**src/rtl/m_drop_controller_if.sv**
```systemverilog
// Move-request handshake between the game front end and m_drop_controller.
// Also supplies default widths for the board-geometry macros if no shared header set them.
`ifndef COL_SIZE
`define COL_SIZE 3
`endif
`ifndef ROW_SIZE
`define ROW_SIZE 3
`endif
`ifndef PILED_COUNT_ARRAY_SIZE
`define PILED_COUNT_ARRAY_SIZE 21
`endif

interface m_drop_controller_if;
    logic                 req_valid;
    logic [`COL_SIZE-1:0] req_col;
    logic                 req_ready;

    modport master (output req_valid, output req_col, input req_ready);
    modport slave  (input req_valid, input req_col, output req_ready);
endinterface

```
**src/rtl/m_drop_controller.sv**
```systemverilog
// Connect-four move controller: accepts a column, consults the external piled-counter stage,
// optionally animates the fall (define DROP_ANIM_EN), then commits the piece and swaps player.
`ifndef COL_SIZE
`define COL_SIZE 3
`endif
`ifndef ROW_SIZE
`define ROW_SIZE 3
`endif
`ifndef PILED_COUNT_ARRAY_SIZE
`define PILED_COUNT_ARRAY_SIZE 21
`endif

module m_drop_controller #(
    parameter int NUM_COLS   = 7,
    parameter int NUM_ROWS   = 6,
    parameter int FALL_TICKS = 4
) (
    input  logic                               i_clk,
    input  logic                               i_rst_n,
    input  logic                               i_clear,
    m_drop_controller_if.slave                 req,
    input  logic                               i_tick,
    output logic [`PILED_COUNT_ARRAY_SIZE-1:0] o_piled_count_array,
    output logic [`COL_SIZE-1:0]               o_col,
    input  logic                               i_pc_valid,
    input  logic [`PILED_COUNT_ARRAY_SIZE-1:0] i_pc_counter,
    input  logic [`ROW_SIZE-1:0]               i_pc_count,
    output logic [NUM_COLS*NUM_ROWS-1:0]       o_board_p0,
    output logic [NUM_COLS*NUM_ROWS-1:0]       o_board_p1,
    output logic                               o_player,
    output logic                               o_fall_active,
    output logic [`ROW_SIZE-1:0]               o_fall_row,
    output logic                               o_done,
    output logic [`ROW_SIZE-1:0]               o_done_row,
    output logic                               o_reject,
    output logic                               o_board_full
);

    localparam int FIELD_W    = 3;
    localparam int BOARD_BITS = NUM_COLS * NUM_ROWS;
    localparam int IDX_W      = 7;
    localparam logic [`COL_SIZE-1:0] LAST_COL = `COL_SIZE'(NUM_COLS - 1);

    typedef enum logic [2:0] {IDLE, CHECK, FALL, COMMIT, REJECT} state_t;

    state_t                             state_q, state_d;
    logic [`COL_SIZE-1:0]               col_q, col_d;
    logic [`PILED_COUNT_ARRAY_SIZE-1:0] array_q, array_d;
    logic [`PILED_COUNT_ARRAY_SIZE-1:0] next_array_q, next_array_d;
    logic [`ROW_SIZE-1:0]               target_q, target_d;
    logic [`ROW_SIZE-1:0]               fall_row_q, fall_row_d;
    logic [`ROW_SIZE-1:0]               done_row_q, done_row_d;
    logic [BOARD_BITS-1:0]              board_p0_q, board_p0_d;
    logic [BOARD_BITS-1:0]              board_p1_q, board_p1_d;
    logic [BOARD_BITS-1:0]              commit_mask;
    logic [IDX_W-1:0]                   commit_idx;
    logic                               player_q, player_d;
    logic                               board_full;

`ifdef DROP_ANIM_EN
    localparam int TICK_W = (FALL_TICKS > 1) ? $clog2(FALL_TICKS) : 1;
    localparam logic [TICK_W-1:0] TICK_LAST = TICK_W'(FALL_TICKS - 1);
    localparam logic [`ROW_SIZE-1:0] TOP_ROW = `ROW_SIZE'(NUM_ROWS - 1);
    logic [TICK_W-1:0] tick_cnt_q, tick_cnt_d;
`else
    localparam int unused_fall_ticks = FALL_TICKS;
    logic unused_tick;
    assign unused_tick = i_tick;
`endif

    // Index is wide enough that row*NUM_COLS+col never wraps for the largest cell.
    always_comb begin
        commit_idx  = IDX_W'(target_q) * IDX_W'(NUM_COLS) + IDX_W'(col_q);
        commit_mask = BOARD_BITS'(1) << commit_idx;
    end

    always_comb begin
        state_d      = state_q;
        col_d        = col_q;
        array_d      = array_q;
        next_array_d = next_array_q;
        target_d     = target_q;
        fall_row_d   = fall_row_q;
        done_row_d   = done_row_q;
        board_p0_d   = board_p0_q;
        board_p1_d   = board_p1_q;
        player_d     = player_q;
`ifdef DROP_ANIM_EN
        tick_cnt_d   = tick_cnt_q;
`endif
        case (state_q)
            IDLE: begin
                if (req.req_valid) begin
                    col_d   = req.req_col;
                    state_d = (req.req_col > LAST_COL) ? REJECT : CHECK;
                end
            end
            CHECK: begin
                if (!i_pc_valid) begin
                    state_d = REJECT;
                end else begin
                    next_array_d = i_pc_counter;
                    target_d     = i_pc_count;
`ifdef DROP_ANIM_EN
                    fall_row_d   = TOP_ROW;
                    tick_cnt_d   = '0;
                    state_d      = FALL;
`else
                    fall_row_d   = i_pc_count;
                    done_row_d   = i_pc_count;
                    state_d      = COMMIT;
`endif
                end
            end
            FALL: begin
`ifdef DROP_ANIM_EN
                if (i_tick) begin
                    if (tick_cnt_q == TICK_LAST) begin
                        tick_cnt_d = '0;
                        if (fall_row_q == target_q) begin
                            done_row_d = target_q;
                            state_d    = COMMIT;
                        end else begin
                            fall_row_d = fall_row_q - `ROW_SIZE'(1);
                        end
                    end else begin
                        tick_cnt_d = tick_cnt_q + TICK_W'(1);
                    end
                end
`else
                state_d = IDLE;
`endif
            end
            COMMIT: begin
                array_d = next_array_q;
                if (player_q) begin
                    board_p1_d = board_p1_q | commit_mask;
                end else begin
                    board_p0_d = board_p0_q | commit_mask;
                end
                player_d = ~player_q;
                state_d  = IDLE;
            end
            REJECT: state_d = IDLE;
            default: state_d = IDLE;
        endcase

        // A new-game request overrides whatever move is in flight, including a same-cycle request.
        if (i_clear) begin
            state_d    = IDLE;
            col_d      = col_q;
            array_d    = '0;
            board_p0_d = '0;
            board_p1_d = '0;
            player_d   = 1'b0;
        end
    end

    always_ff @(posedge i_clk or negedge i_rst_n) begin
        if (!i_rst_n) begin
            state_q      <= IDLE;
            col_q        <= '0;
            array_q      <= '0;
            next_array_q <= '0;
            target_q     <= '0;
            fall_row_q   <= '0;
            done_row_q   <= '0;
            board_p0_q   <= '0;
            board_p1_q   <= '0;
            player_q     <= 1'b0;
        end else begin
            state_q      <= state_d;
            col_q        <= col_d;
            array_q      <= array_d;
            next_array_q <= next_array_d;
            target_q     <= target_d;
            fall_row_q   <= fall_row_d;
            done_row_q   <= done_row_d;
            board_p0_q   <= board_p0_d;
            board_p1_q   <= board_p1_d;
            player_q     <= player_d;
        end
    end

`ifdef DROP_ANIM_EN
    always_ff @(posedge i_clk or negedge i_rst_n) begin
        if (!i_rst_n) begin
            tick_cnt_q <= '0;
        end else begin
            tick_cnt_q <= tick_cnt_d;
        end
    end
`endif

    always_comb begin
        board_full = 1'b1;
        for (int c = 0; c < NUM_COLS; c++) begin
            if (array_q[c*FIELD_W +: FIELD_W] != FIELD_W'(NUM_ROWS)) begin
                board_full = 1'b0;
            end
        end
    end

    assign req.req_ready         = (state_q == IDLE);
    assign o_piled_count_array   = array_q;
    assign o_col                 = col_q;
    assign o_board_p0            = board_p0_q;
    assign o_board_p1            = board_p1_q;
    assign o_player              = player_q;
`ifdef DROP_ANIM_EN
    assign o_fall_active         = (state_q == FALL);
`else
    assign o_fall_active         = 1'b0;
`endif
    assign o_fall_row            = fall_row_q;
    assign o_done                = (state_q == COMMIT);
    assign o_done_row            = done_row_q;
    assign o_reject              = (state_q == REJECT);
    assign o_board_full          = board_full;

endmodule

```
**src/flat_wrapper.sv**
```systemverilog
// flat-port wrapper written by rule: the top's interface ports become plain ports
module m_drop_controller_flat 
#(
    parameter int NUM_COLS   = 7,
    parameter int NUM_ROWS   = 6,
    parameter int FALL_TICKS = 4
)
  (i_clk, i_rst_n, i_clear, i_tick, o_piled_count_array, o_col, i_pc_valid, i_pc_counter, i_pc_count, o_board_p0, o_board_p1, o_player, o_fall_active, o_fall_row, o_done, o_done_row, o_reject, o_board_full, req_req_valid, req_req_col, req_req_ready);
  m_drop_controller_if req_i ();
  input  logic i_clk;
  input  logic i_rst_n;
  input  logic i_clear;
  input  logic i_tick;
  output logic [`PILED_COUNT_ARRAY_SIZE-1:0] o_piled_count_array;
  output logic [`COL_SIZE-1:0] o_col;
  input  logic i_pc_valid;
  input  logic [`PILED_COUNT_ARRAY_SIZE-1:0] i_pc_counter;
  input  logic [`ROW_SIZE-1:0] i_pc_count;
  output logic [NUM_COLS*NUM_ROWS-1:0] o_board_p0;
  output logic [NUM_COLS*NUM_ROWS-1:0] o_board_p1;
  output logic o_player;
  output logic o_fall_active;
  output logic [`ROW_SIZE-1:0] o_fall_row;
  output logic o_done;
  output logic [`ROW_SIZE-1:0] o_done_row;
  output logic o_reject;
  output logic o_board_full;
  input wire logic [$bits(req_i.req_valid)-1:0] req_req_valid;
  input wire logic [$bits(req_i.req_col)-1:0] req_req_col;
  output wire logic [$bits(req_i.req_ready)-1:0] req_req_ready;
  assign req_i.req_valid = req_req_valid;
  assign req_i.req_col = req_req_col;
  assign req_req_ready = req_i.req_ready;
  m_drop_controller #(.NUM_COLS(NUM_COLS), .NUM_ROWS(NUM_ROWS), .FALL_TICKS(FALL_TICKS)) u_core (.i_clk(i_clk), .i_rst_n(i_rst_n), .i_clear(i_clear), .req(req_i), .i_tick(i_tick), .o_piled_count_array(o_piled_count_array), .o_col(o_col), .i_pc_valid(i_pc_valid), .i_pc_counter(i_pc_counter), .i_pc_count(i_pc_count), .o_board_p0(o_board_p0), .o_board_p1(o_board_p1), .o_player(o_player), .o_fall_active(o_fall_active), .o_fall_row(o_fall_row), .o_done(o_done), .o_done_row(o_done_row), .o_reject(o_reject), .o_board_full(o_board_full));
endmodule
```
**config.mk**
```make
export PLATFORM = sky130hd
export DESIGN_NAME = m_drop_controller_flat
export DESIGN_NICKNAME = d
export VERILOG_FILES = /design/src/rtl/m_drop_controller_if.sv /design/src/rtl/m_drop_controller.sv /design/src/flat_wrapper.sv
export SDC_FILE = /design/constraint.sdc
export NUM_CORES = 1
export LEC_CHECK = 0
export ABC_AREA = 1
export BUFFER_PORTS_ARGS = -buffer_cell sky130_fd_sc_hd__buf_2
export CORE_UTILIZATION = 53
export CTS_CLUSTER_SIZE = 40
export DETAILED_ROUTE_END_ITERATION = 8
export PLACE_DENSITY = 0.84
export SYNTH_ARGS = -nofsm -noshare
export SYNTH_HDL_FRONTEND = slang
export SYNTH_SLANG_ARGS = --single-unit
```
**constraint.sdc**
```tcl
create_clock -name i_clk -period 3.1 [get_ports i_clk]
set_input_delay 0.155 -clock i_clk [delete_from_list [all_inputs] [get_ports i_clk]]
set_output_delay 0.155 -clock i_clk [all_outputs]
set_load 0.005 [all_outputs]
```
---- Word-level counts from Yosys, hierarchy flattened ----
Cells that the tools add are included.
cells by class
  bitwise gates (word level) .............. 4
  $add $sub $neg .......................... 1
  shift-type cells ........................ 1
  mux-type cells .......................... 22
  divide/modulo/power cells ............... 0
  reduce and logical (&&, ||, !) cells .... 7
  eq/ne operators ......................... 12
  $lt $le $gt $ge ......................... 1
  multipliers ............................. 1
operators by type and width
  cell                    count
  $mux W42                6
  $or A42 B42 Y42         2
  $mux W21                2
  $shl A1 B7 Y42 const A  1
  $ne A3 B3 Y1 const B    8
  $mux W3                 4
  $mux W1                 9
  $add A6 B3 Y7           1
  $mul A3 B3 Y6 const B   1
  $pmux W3 S2             1
  $reduce_and A2 Y1       3
  $reduce_bool A2 Y1      2
  $eq A3 B1 Y1 const B    1
  $eq A3 B2 Y1 const B    1
  $eq A3 B3 Y1 const B    1
  $gt A3 B3 Y1 const B    1
  $logic_not A3 Y1        1
  $reduce_and A3 Y1       1
  $ne A2 B2 Y1 const B    1
  $not A1 Y1              2
storage, ports and cells
  latch bits .............................. 0
  memories kept ........................... 0
  bits in read-only memories .............. 0
  input port bits ......................... 33
  memory bits (writable) .................. 0
  word-level logic and storage cells ...... 57
  output and inout port bits .............. 120
  bits in registers ....................... 136

---- Longest topological paths before layout ----
  depth in word-level cells ............... 8
  gate-level depth with buffers ........... 13
  mapped depth without buffers ............ 12

---- Worst setup path after synthesis ----
No wires, ideal clock.
  path kind ............................... register to register
  start ................................... register u_core.target_q[0]
  end ..................................... register u_core.board_p1_q[39] (netlist: u_core.o_board_p1[39])
  period minus slack after synthesis ...... 2844 ps
  stages on the path, launching flop included .. 10
  library setup time ...................... 78 ps
  buffers on the path ..................... 0
  setup slack ............................. 256 ps
  arrival ................................. 2766 ps
  required time ........................... 3022 ps
  cell sequence ........................... dfrtp_1 > fa_1 > fa_1 > fa_1 > inv_1 > nor3_1 > nand2_1 > nor2_1 > nand3_1 > a21oi_1
on the way
  cells in the longest elaborated chain, start to end .. 7
ends and longest elaborated chain
  what                    RTL line                  source
  from (decl)             m_drop_controller.sv:50   logic [`ROW_SIZE-1:0] target_q, target_d;
  from (signal assigned)  m_drop_controller.sv:176  target_q <= target_d;
  $mul A3 B3 Y6           m_drop_controller.sv:73   commit_idx = IDX_W'(target_q) * IDX_W'(NUM_COLS) + IDX_W'(col_q);
  $add A6 B3 Y7           m_drop_controller.sv:73
  $shl A1 B7 Y42          m_drop_controller.sv:74   commit_mask = BOARD_BITS'(1) << commit_idx;
  $or A42 B42 Y42         m_drop_controller.sv:137  board_p1_d = board_p1_q | commit_mask;
  $mux W42                m_drop_controller.sv:136  if (player_q) begin
  $mux W42                m_drop_controller.sv:91   case (state_q)
  $mux W42                m_drop_controller.sv:149  if (i_clear) begin
  to (signal assigned)    m_drop_controller.sv:180  board_p1_q <= board_p1_d;
  to (decl)               m_drop_controller.sv:54   logic [BOARD_BITS-1:0] board_p1_q, board_p1_d;
No other way between the ends. The select of a mux whose other input is x is not followed.
A chain may end at the register's enable or synchronous reset.

---- Worst setup path in the final report ----
  start ................................... register u_core.target_q[1]
  end ..................................... register u_core.board_p0_q[5] (netlist: u_core.o_board_p0[5])
on the way
  cells in the longest elaborated chain, start to end .. 7
ends and longest elaborated chain
  what                  RTL line                  source
  $mul A3 B3 Y6         m_drop_controller.sv:73
  $add A6 B3 Y7         m_drop_controller.sv:73
  $shl A1 B7 Y42        m_drop_controller.sv:74
  $or A42 B42 Y42       m_drop_controller.sv:139  board_p0_d = board_p0_q | commit_mask;
  $mux W42              m_drop_controller.sv:136
  $mux W42              m_drop_controller.sv:91
  $mux W42              m_drop_controller.sv:149
  to (signal assigned)  m_drop_controller.sv:179  board_p0_q <= board_p0_d;
  to (decl)             m_drop_controller.sv:53   logic [BOARD_BITS-1:0] board_p0_q, board_p0_d;
No other way between the ends. The select of a mux whose other input is x is not followed.

==> results.yml <==
synth:
  synth_top_area_share_pct: 55.76
  yosysTopAreaCell: "dfrtp_1"
  synthMostInstantiatedCell: "nand2_1"
  syn_area_per_cell_sq_um: 9.069
  synth-seq-cells: 136
  synthCells: 673
  synthArstFlopShare_pct: 100.0
  synth_fp_nets: 720
  synth-edff-count: 0
  yosysSeqAreaShare_pct: 55.76
  yosys-top-cells-count: "nand2_1, dfrtp_1, inv_1, nand3_1, a21oi_1"
  ys_warn_count: 0
  ys_types: 30
  syn-cell-area_sq_um: 6103
  netlist_top_cells_area: "dfrtp_1, nand2_1, nand3_1"
  synth_ff_type: "dfrtp_1"
power:
  vdd_drop_max_uv: 675.1
  total_power_mw: 7.296
  power.internal_mw: 4.458
  powerDensity_nw_per_um2: 911.4
  switching_power_mw: 2.837
  clockPowerShare_pct: 31.0
  seqPwrFrac_pct: 29.0
  switching_share_pct: 38.89
  power.leakage_nw: 3.945
  combPwrFrac_pct: 40.1
global_route:
  grt_max_degree: 81
  gr-total-overflow: 0
  grt_pass1_vias: 5204
  grt_util_all_layers_pct: 29.25
  antenna_found_initial: 0
  grt_pass1_wl_microns: 25990
layout:
  n_antenna_cell: 0
  fin_util_pct: 72.57
  nNetsFinal: 894
  drive_gt1_share_pct: 29.53
  syn2layout_area_growth_pct: 31.16
sta:
  finalCritPeriodShare_pct: 98.55
  finalHoldViolCount: 0
  rsz0062_at_grt: "yes"
  timing.slew.headroom_pct: 50.45
  period_needed_ns: 3.055
  setup-tns-final_ns: 0
  finalMaxSlewViolations: 0
  fmax_mhz: 327.3
  fin_skew_ns: 0.008024
  tightest_slew_ns: 0.7433
  finalSetupViolCount: 0
critical_path:
  critical_path_class: "reg2reg"
  crit_path_cell_trace: "fa_1 -> fa_1 -> fa_2 -> inv_1 -> nor3_2 -> nand2_1 -> nor2_4 -> nand2_1 -> o21ai_1"
  cp-start-kind: "register"
  cp.arrival_ns: 3.39
  worst_ep_required_time_ns: 3.43
  path_max_fanout: 5
  endpoint_kind: "register"
  crit_slowest_cell: "fa_2"
  crit_path_max_incr_delay_ns: 0.63
status:
  status: "finished clean"
floorplan:
  die_area_sq_um: 11950
  die-height_microns: 109.3
  rows: 38
  core_area_sq_um: 11030
  die_w_microns: 109.3
  io_pins: 153
  initial_utilization_pct: 55.33
placed_design:
  gp_congestion: 0.9083
  dp_hpwl_microns: 10460
  port_buffers: 150
worst_hold_path:
  hold_class: "in2reg"
drt:
  dr_total_vias: 5417
  routed_via_density: 5.417
  drt_iter0_markers: 426
  remaining_drc_errors: 0
  wl_per_cell_microns: 16.72
  wl_microns: 16720
  first_pass_iters: 5
  postRouteAntennaNets: 0
clocking:
  cts_tree: "yes"
  clock-sinks: 136
  clk_latency_ns: 0.42
  cts-root-buf: "clkbuf_16"
  cts.htree.levels: 4
  cts.clk_slew.worst_paths_ns: 0.06
  clock_path_buffers: 2
  cts_buffers: 17
flow_run:
  maxCapViolCount: 0
final timing paths:
path | to | start | slack (ns) | cells after the start
max in group asynchronous | u_core.target_q[1]$_DFFE_PN0P_ | i_rst_n | 2.00 | 3
worst max-delay path | u_core.o_board_p0[5]$_DFFE_PN0P_ | u_core.target_q[1]$_DFFE_PN0P_ | 0.04 | 9
worst min-delay path | u_core.o_col[1]$_DFFE_PN0P_ | req_req_col[1] | 0.02 | 3
worst max register to register | u_core.o_board_p0[5]$_DFFE_PN0P_ | u_core.target_q[1]$_DFFE_PN0P_ | 0.04 | 9
min in group asynchronous | u_core.o_board_p1[14]$_DFFE_PN0P_ | i_rst_n | 0.33 | 2
worst min register to register | u_core.o_piled_count_array[9]$_DFFE_PN0P_ | u_core.next_array_q[9]$_DFFE_PN0P_ | 0.47 | 2
cell families after synthesis:
kind of cell / after synthesis / share of synthesized area (%)
and+or+nand+nor: 279 / 19.99
xor gates and xnor gates: 1 / 0.2666
DFF: 136 / 55.76
adders and majority gates: 14 / 3.362
other: 1 / 0.06144
AOI/OAI and AO/OA: 107 / 8.897
muxes: 20 / 3.690
buffers and inverters: 115 / 7.974
registers in the layout, indices dropped and copies added (netlist names):
name                        flops
u_core.o_board_p0              42
u_core.o_board_p1              42
u_core.next_array_q            21
u_core.o_piled_count_array     21
u_core.o_col                    3
u_core.state_q                  3
u_core.target_q                 3
u_core.o_player                 1
power by group through the flow:
stage | sequential, mW | clock (mW) | combinational, mW
after global placement | 2.13 | 0 | 2.54
after CTS | 2.10 | 2.27 | 2.63
after detailed placement | 2.14 | 0 | 2.59
after global routing | 2.13 | 2.35 | 3.20
final | 2.11 | 2.26 | 2.92
after floorplan | 2.13 | 0 | 1.83
cell type report:
class / count / area (sq um)
clock buffers: 21 / 460.4
clock inverters: 11 / 193.9
fillers: 827 / 3025
inverters: 76 / 285.3
multi-input cells: 422 / 2301
flip-flops and latches: 136 / 3405
well taps: 140 / 175.2
repair buffers: 194 / 1185
worst max-delay path: cells and delay by family, from the launching register on:
kind / cells / cell delay (ns)
AND/OR/NAND/NOR: 4 / 0.65
adder cells (fa/ha/maj): 3 / 1.62
buffers and inverters: 1 / 0.13
AO/OA/AOI/OAI: 1 / 0.15
flip-flops: 1 / 0.43
metal layers:
| layer | wire [microns] | track usage [%] | up-vias |
|---|---|---|---|
| li1 | - | - | 2516 |
| met1 | 6391 | 34.77 | 2603 |
| met2 | 8653 | 49.96 | 269 |
| met3 | 1343 | 8.002 | 29 |
| met4 | 332 | 12.57 | 0 |
| met5 | 0 | 0 | - |
repair_timing:
| action | CTS | global route |
|---|---|---|
| endpoints found under the setup margin | 0 | 66 |
| hold buffers | 24 | 0 |
| setup buffers | 0 | 0 |
| endpoints found under the hold margin | 102 | 0 |
| gates resized for setup | 0 | 27 |
per-stage QoR:
step                      instance area (sq um)  setup slack [ns]  hold WS [ns]  instances
final                                      8005           0.04493       0.01965       1000
after global routing                       8005          -0.07993       0.01641       1000
after detailed placement                   7022           0.04687        0.2437        944
after floorplan                            6103            0.2562       -0.1406        673
after CTS                                  7916           0.02360      0.003055       1000
after global placement                     7022            0.1058        0.2402        944
cells in the final DEF, fill, tap and decap left out, types with 20 or more instances in the layout:
cell / netlist / routed
mux2_2: 20 / 20
dlygate4sd3_1: 0 / 24
nor2_1: 37 / 26
dfrtp_1: 136 / 135
a21oi_1: 48 / 48
nand3_1: 63 / 63
inv_1: 76 / 74
o21ai_1: 33 / 34
buf_2: 14 / 149
nand2_1: 149 / 148
o21ai_0: 22 / 21
(Power assumes the default switching activity.)
